--- src/rtl/up_down_counter_pkg.sv ---
// Shared constants for the parametrised up/down counter.
// MODE_* values select the SAT_MODE behaviour at the count limits.
package up_down_counter_pkg;

    localparam int MODE_WRAP = 0;
    localparam int MODE_SAT  = 1;

endpackage : up_down_counter_pkg

--- src/rtl/up_down_counter_param.sv ---
// Parametrised up/down counter: count enable, clamped parallel load,
// wrap or saturate at the limits, and a registered terminal-count pulse.
module up_down_counter_param
    import up_down_counter_pkg::*;
#(
    parameter int WIDTH    = 4,
    parameter int MAX_VAL  = 2**WIDTH - 1,
    parameter int SAT_MODE = MODE_WRAP
) (
    input  logic             clk,
    input  logic             reset,
    input  logic             en,
    input  logic             up_down,
    input  logic             load,
    input  logic [WIDTH-1:0] load_val,
    output logic [WIDTH-1:0] count,
    output logic             tc,
    output logic             at_max,
    output logic             at_min
);

    localparam logic [WIDTH-1:0] MAX_C  = WIDTH'(MAX_VAL);
    localparam logic [WIDTH-1:0] ZERO_C = {WIDTH{1'b0}};
    localparam logic [WIDTH-1:0] ONE_C  = WIDTH'(32'd1);

    if (WIDTH < 1 || MAX_VAL < 1 || MAX_VAL > 2**WIDTH - 1) begin : g_bad_params
        $error("up_down_counter_param: MAX_VAL must lie in 1..2**WIDTH-1");
    end

    logic [WIDTH-1:0] count_q;
    logic [WIDTH-1:0] count_d;
    logic             tc_q;
    logic             tc_d;
    logic [WIDTH-1:0] load_clamped_s;

    // A full-range modulus can never see an out-of-range load, so no comparator is built.
    if (MAX_VAL == 2**WIDTH - 1) begin : g_no_clamp
        assign load_clamped_s = load_val;
    end else begin : g_clamp
        assign load_clamped_s = (load_val > MAX_C) ? MAX_C : load_val;
    end

    // Next count and terminal-count flag; load outranks enable, reset handled in the register.
    always_comb begin
        count_d = count_q;
        tc_d    = 1'b0;
        if (load) begin
            count_d = load_clamped_s;
        end else if (en) begin
            if (up_down) begin
                if (count_q == MAX_C) begin
                    count_d = (SAT_MODE == MODE_SAT) ? MAX_C : ZERO_C;
                    tc_d    = 1'b1;
                end else begin
                    count_d = count_q + ONE_C;
                end
            end else begin
                if (count_q == ZERO_C) begin
                    count_d = (SAT_MODE == MODE_SAT) ? ZERO_C : MAX_C;
                    tc_d    = 1'b1;
                end else begin
                    count_d = count_q - ONE_C;
                end
            end
        end else begin
            count_d = count_q;
        end
    end

    // State register with synchronous active-high reset.
    always_ff @(posedge clk) begin
        if (reset) begin
            count_q <= ZERO_C;
            tc_q    <= 1'b0;
        end else begin
            count_q <= count_d;
            tc_q    <= tc_d;
        end
    end

    assign count  = count_q;
    assign tc     = tc_q;
    assign at_max = (count_q == MAX_C);
    assign at_min = (count_q == ZERO_C);

endmodule : up_down_counter_param

--- config.mk ---
export PLATFORM = sky130hd
export DESIGN_NAME = up_down_counter_param
export DESIGN_NICKNAME = d
export VERILOG_FILES = /design/src/rtl/up_down_counter_pkg.sv /design/src/rtl/up_down_counter_param.sv
export SDC_FILE = /design/constraint.sdc
export NUM_CORES = 1
export LEC_CHECK = 0
export CAP_MARGIN = 20
export CORE_AREA = 2 2 39 41
export DETAILED_ROUTE_END_ITERATION = 12
export DIE_AREA = 0 0 41 43
export SLEW_MARGIN = 15
export SYNTH_ARGS = -nofsm -noshare
export SYNTH_HDL_FRONTEND = slang
export SYNTH_SLANG_ARGS = --single-unit
--- constraint.sdc ---
create_clock -name clk -period 2.01 [get_ports clk]
set_input_delay 0.3015 -clock clk [delete_from_list [all_inputs] [get_ports clk]]
set_output_delay 0.3015 -clock clk [all_outputs]
set_load 0.005 [all_outputs]
==> summary.txt, run 1 <==
Run
  – Number of max-cap violations: 0

Placed design
  – Buffers on Ports: 15
  – Final HPWL DP: 715 um
  – Area after DPL: 549 um^2
  – Worst slack at placement: 0.187 ns
  – Gpl congestion: 0.754
  – Dpl cells: 78

CTS
  – Clock Path Buffers: 2
  – Number of setup buffers added after CTS: 0
  – CTS root buffer: clkbuf_4
  – CTS buffer count: 3
  – CTS Hold Buffers Added: 0
  – CTS tree: done
  – Htree depth: 1
  – Clock transition at the registers of the reported paths: 0.04 ns
  – Worst skew pair latency: 0.23 ns
  – Clock Sinks: 5

Setup path
  – Worst Path Required: 1.71 ns
  – Critical Path Sink: at_max
  – Worst R2R Path Depth: 4
  – Crit path from: count[0]
  – FF-to-FF Start: count[2]
  – CP peak stage delay: 0.49 ns
  – WP data arrival: 1.53 ns
  – Setup slack, reg-to-reg: 0.55 ns
  – Crit Path Max Fanout: 5
  – Worst flop-to-flop path endpoint: count[3]
  – CP max stage cell: clkdlybuf4s50_1
  – Worst Setup Start Kind: register
  – Worst Path Class, Setup: register to output pin
  – Crit. End Element: output pin
  – Cells along the critical path: ha_1 > and3_1 > clkdlybuf4s50_1

Drt
  – Final WL: 888 um
  – Total vias in the final route: 399
  – Drt first pass iters: 4
  – Vias per cell: 4.87
  – WL/cell: 10.8 um
  – Post-DRT Antenna Nets: 0
  – DRC viols: 0
  – 1st-iter DRT viols: 17

Logic synthesis
  – Mean Syn Cell Area: 8.17 um^2
  – Syn Inst Count: 45
  – Syn Nets: 56
  – Largest family of logic cells by synthesized area: compound AO/OA/AOI/OAI gates
  – Adder-cell share of the synthesized area: 0.0680
  – Mapped Area: 368 um^2
  – Synth Area in XOR/XNOR: 0.0476
  – Post-synth EDFFs: 0
  – Post-synthesis simple-gate area fraction: 0.207
  – Post-synthesis mux area share: 0.0578
  – Synthesized flop and latch total: 5
  – Asr flop ratio synth: 0
  – YS warnings: 0
  – Synth Area in Compound Gates: 0.265
  – Post-synth top flop: dfxtp_1
  – Sequential fraction of the synthesis area: 0.272
  – Distinct cells, synth: 24

Cells and area
  – Layout net count: 78
  – Final design utilization: 0.426
  – Filler Cell Count: 146
  – Filler-free cell count of the finished design: 82
  – Final non-filler cell area: 589 um^2
  – Most common cell after layout, fill and taps aside: clkdlybuf4s50_1
  – Sequential Area: 100 um^2
  – P&R area growth vs syn: 60.2%
  – N_diodes: 0
  – Layout cell share with drive strength beyond 1: 0.167
  – Area of the multi-input gates: 249 um^2
  – Most frequent cells in the layout: clkdlybuf4s50_1, a21oi_1, nand2_1, dfxtp_1

Min path
  – Hold Path Cell Cnt: 2
  – Worst hold start: count[2]
  – Worst hold path class: register to register

Floorplan
  – Num ports: 16
  – Core Footprint: 1380 um^2
  – Die Y: 43 um
  – Initial core utilization: 0.266
  – Chip Width: 41 um
  – Die Footprint: 1760 um^2
  – Rows: 14

Timing
  – Relative slew slack: 0.779
  – Tightest Pin Transition: 0.331 ns
  – Max Fclk: 547 MHz
  – Fin crit period: 1.83 ns
  – Setup WS post-layout: 0.180 ns
  – Fin. Hold Viols: 0
  – Clock skew after layout: 0.00238 ns
  – Final Setup Violations: 0
  – RSZ-0062 raised after global routing: no
  – Final setup TNS: 0 ns
  – Period utilization: 0.910
  – Final Slew Violations: 0

Global routing
  – GR Overflow Total: 0
  – Vias in the first global route: 354
  – Total GRT Usage: 0.121
  – Global-route wire length before repair: 1.45 mm
  – Largest net degree at the start of global routing: 10
  – Initial antenna violation count: 0

Outcome
  – Status: finished, final reports clean

Pwr
  – PwrDens: 566 nW/um^2
  – Pleak: 0.251 nW
  – Max IR drop VDD: 0.304 mV
-- cells by family after synthesis --
| family | after synthesis |
|---|---|
| and+or+nand+nor | 13 |
| AOI/OAI and AO/OA | 15 |
| xor gates and xnor gates | 2 |
| adders and majority gates | 2 |
| buffers and inverters | 6 |
| DFF | 5 |
| muxes | 2 |
-- flip-flops by register name, summed over array words and instances, names as in the netlist --
signal / cells
tc: 1
count: 4
-- how the worst min path moves through the flow --
stage | slack, ns | endpoint
after global placement | 0.62 | tc
after detailed placement | 0.62 | tc
after global routing | 0.70 | tc
after CTS | 0.64 | tc
final | 0.66 | tc
after floorplan | 0.37 | count[1]
-- Yosys cell counts, types with 2 or more instances --
master / count / area, um^2
inv_1: 3 / 11.3
ha_1: 2 / 25.0
nor3b_1: 2 / 15.0
o21bai_1: 2 / 15.0
dfxtp_1: 5 / 100
xnor2_1: 2 / 17.5
o21ai_0: 2 / 10.0
a21oi_1: 7 / 35.0
nand2_1: 5 / 18.8
-- critical path, delay by kind of cell (launching register included) --
family | cells | cell delay (ns)
buffers and inverters | 1 | 0.49
adders and majority gates | 1 | 0.23
and+or+nand+nor | 1 | 0.16
DFF | 1 | 0.41
-- metal layers --
layer	GRT usage	up-vias	part of all wire
met2	0.166	16	0.46
li1	-	206	-
met1	0.161	177	0.46
met5	0	-	0
met4	0.0800	0	0
met3	0.0314	0	0.081
-- report_power, final --
group	leakage [nW]	internal (W)	total, W	switching [W]
Clock	0.0150	0.0000747	0.000110	0.0000356
Combinational	0.195	0.0000642	0.000104	0.0000397
Sequential	0.0413	0.000107	0.000119	0.0000124
Total	0.251	0.000246	0.000334	0.0000878
-- area by class of cell --
type	instances	share of cell area
clock buffers	4	0.0446
inverters	5	0.0318
multi-input cells	34	0.423
flip-flops and latches	5	0.170
well taps	16	0.0340
repair buffers	18	0.297
-- timing repair --
item | CTS | global route
resized for setup | 1 | 2
endpoints found under the setup margin | 1 | 1
endpoints found under the hold margin | 0 | 0
-- stage by stage --
stage	power [W]	hold WS (ns)
final	0.000334	0.662
after global routing	0.000354	0.699
after CTS	0.000336	0.638
after detailed placement	0.000220	0.620
after global placement	0.000221	0.620
after floorplan	0.000167	0.373
Power figures use the tool's default switching activity.
==> run 2: changes to the inputs <==
- SKIP_LAST_GASP: default -> 1
- SLEW_MARGIN: 15 -> 0
==> results of run 2 <==
Same layout as run 1: the final DEF is identical, and so are final timing and power.
==> run 3: changes to the inputs <==
- ABC_AREA: default -> 1
- CTS_BUF_LIST: default -> sky130_fd_sc_hd__clkbuf_8
==> run 3 against run 2 <==
Clock skew hardly changed. Worst hold slack worse by 0.10 ns. Sequential cell count unchanged. Combinational power down 7%. Sequential share of layout area down 0.25 points. Die area is the same. Cell count is 16% higher. Clock-buffer cell count decreased by 1. First-iteration DRC count fell by 71%. Global-route usage rose by 1.2 points. Power up 21%. Largest power group is now the clock network. Critical endpoint is now at_min. Fmax is 4.0% lower.
==> summary.txt, run 3 <==
Drt
  – Final WL: 965 um
  – WL/cell: 10.2 um
  – 1st-iter DRT viols: 5
  – Drt first pass iters: 4
  – Post-DRT Antenna Nets: 0
  – Vias per cell: 4.76
  – Total vias in the final route: 452
  – DRC viols: 0

Cells and area
  – Layout cell share with drive strength beyond 1: 0.152
  – Layout net count: 91
  – N_diodes: 0
  – Most common cell after layout, fill and taps aside: nand2_1
  – Flip-flop count of the largest register after layout: 4
  – Final non-filler cell area: 606 um^2
  – Most frequent cells in the layout: nand2_1, clkdlybuf4s50_1, inv_1, nand3_1, dfxtp_1
  – P&R area growth vs syn: 55.6%
  – Final design utilization: 0.438

CTS
  – Clock Sinks: 5
  – CTS tree: done
  – Clock transition at the registers of the reported paths: 0.04 ns
  – CTS buffer count: 3
  – CTS root buffer: clkbuf_8
  – Number of setup buffers added after CTS: 0
  – Worst skew pair latency: 0.23 ns
  – Clock Path Buffers: 2
  – Htree depth: 1

Setup path
  – WP data arrival: 1.60 ns
  – Worst Path Required: 1.71 ns
  – CP peak stage delay: 0.52 ns
  – Worst Path Class, Setup: register to output pin
  – CP max stage cell: clkdlybuf4s50_1
  – Critical path's most frequent cell: inv_1
  – Worst Setup Start Kind: register
  – Crit Path Max Fanout: 6
  – Cells along the critical path: inv_1 > ha_1 > inv_1 > nor3_2 > clkdlybuf4s50_1
  – Crit. End Element: output pin

Pwr
  – PwrDens: 665 nW/um^2
  – Final Total Pwr: 0.000403 W
  – Pleak: 0.275 nW
  – Max IR drop VDD: 0.225 mV

Timing
  – Period utilization: 0.948
  – Relative slew slack: 0.776
  – Final setup TNS: 0 ns
  – RSZ-0062 raised after global routing: no
  – Final Slew Violations: 0
  – Final Setup Violations: 0
  – Fin. Hold Viols: 0
  – Max Fclk: 525 MHz
  – Fin crit period: 1.91 ns
  – Clock skew after layout: 0.00262 ns
  – Tightest Pin Transition: 0.336 ns

Floorplan
  – Die Y: 43 um
  – Core Footprint: 1380 um^2
  – Die Footprint: 1760 um^2
  – Initial core utilization: 0.281
  – Chip Width: 41 um
  – Rows: 14
  – Num ports: 16

Run
  – Number of max-cap violations: 0

Logic synthesis
  – Synthesized flop and latch total: 5
  – Sequential fraction of the synthesis area: 0.257
  – Yosys top cell area share: 0.257
  – Top cells by area, synth: dfxtp_1, nand2_1, inv_1
  – Distinct cells, synth: 20
  – Post-synth EDFFs: 0
  – Post-synth top area cell: dfxtp_1
  – Asr flop ratio synth: 0
  – YS warnings: 0
  – Post-synth top flop: dfxtp_1
  – Most common library cells after synthesis: nand2_1, inv_1, dfxtp_1, nand3_1
  – Mapped Area: 389 um^2
  – Mean Syn Cell Area: 6.49 um^2
  – Syn Inst Count: 60
  – Top-count cell post-synth: nand2_1
  – Syn Nets: 71

Global routing
  – Vias in the first global route: 399
  – Initial antenna violation count: 0
  – Global-route wire length before repair: 1.61 mm
  – Total GRT Usage: 0.134
  – GR Overflow Total: 0
  – Largest net degree at the start of global routing: 9

Placed design
  – Buffers on Ports: 15
  – Gpl congestion: 0.734
  – Area after DPL: 559 um^2

Outcome
  – Status: finished, final reports clean

Min path
  – Worst hold path class: register to register
[run 3: cell types whose count changed in the layout (fill, tap and decap cells not counted), moves of 3 or more]
cell and delta:
inv_1 +9, clkbuf_8 +3, a21oi_1 -6, buf_4 -3, nand2_1 +11, nand3_1 +5
clkbuf_4 -3
[run 3: power breakdown]
part / internal, W / switching [W] / leakage [nW]
registers: 0.000107 / 0.0000133 / 0.0415
logic: 0.0000541 / 0.0000428 / 0.206
clock network: 0.000131 / 0.0000543 / 0.0269
[run 3: logic make-up (layout without fill, tap and decap cells)]
group,Yosys count,in the layout,synth area share
flops,5,5,0.257
fa+ha+maj,2,2,0.0643
xor+xnor,1,1,0.0225
simple gates,28,28,0.338
compound gates,11,11,0.193
buf+inv,13,32,0.125
[run 3: per-layer routing]
metal | track usage | vias up | share of wire
met5 | 0 | - | 0
met4 | 0.0800 | 0 | 0.036
met3 | 0.0209 | 4 | 0.062
met2 | 0.184 | 20 | 0.44
met1 | 0.186 | 194 | 0.46
li1 | - | 234 | -
[run 3: what timing repair did]
action | in CTS | in global routing
endpoints found under the setup margin | 0 | 1
hold buffers | 0 | 0
resized for setup | 0 | 2
[run 3: critical path: cells and delay by family (launching register included)]
| family | cells | cell delay [ns] |
|---|---|---|
| simple gates | 1 | 0.13 |
| flops | 1 | 0.35 |
| fa+ha+maj | 1 | 0.19 |
| buf+inv | 3 | 0.71 |
[run 3: final cells by class]
type / count / area [um^2]
clock buffers: 3 / 41.3
clock inverters: 1 / 3.75
fillers: 143 / 778
inverters: 13 / 48.8
multi-input cells: 42 / 240
flip-flops and latches: 5 / 101
well taps: 16 / 20.0
repair buffers: 15 / 150
[run 3: worst paths after layout]
path	from	to	slack, ns	depth (start not counted)
worst max-delay path	count[1]	at_min	0.10	5
worst min-delay path	count[1]	count[1]	0.56	2
worst max register to register	count[1]	count[0]	0.71	8
worst min register to register	count[1]	count[1]	0.56	2
[run 3: metrics by stage]
| stage | setup WS, ns | cells | hold slack, ns |
|---|---|---|---|
| after floorplan | 0.776 | 60 | 0.371 |
| final | 0.104 | 95 | 0.559 |
| after global placement | 0.375 | 91 | 0.543 |
| after detailed placement | 0.323 | 91 | 0.548 |
| after global routing | 0.0146 | 95 | 0.596 |
| after CTS | 0.0788 | 95 | 0.554 |
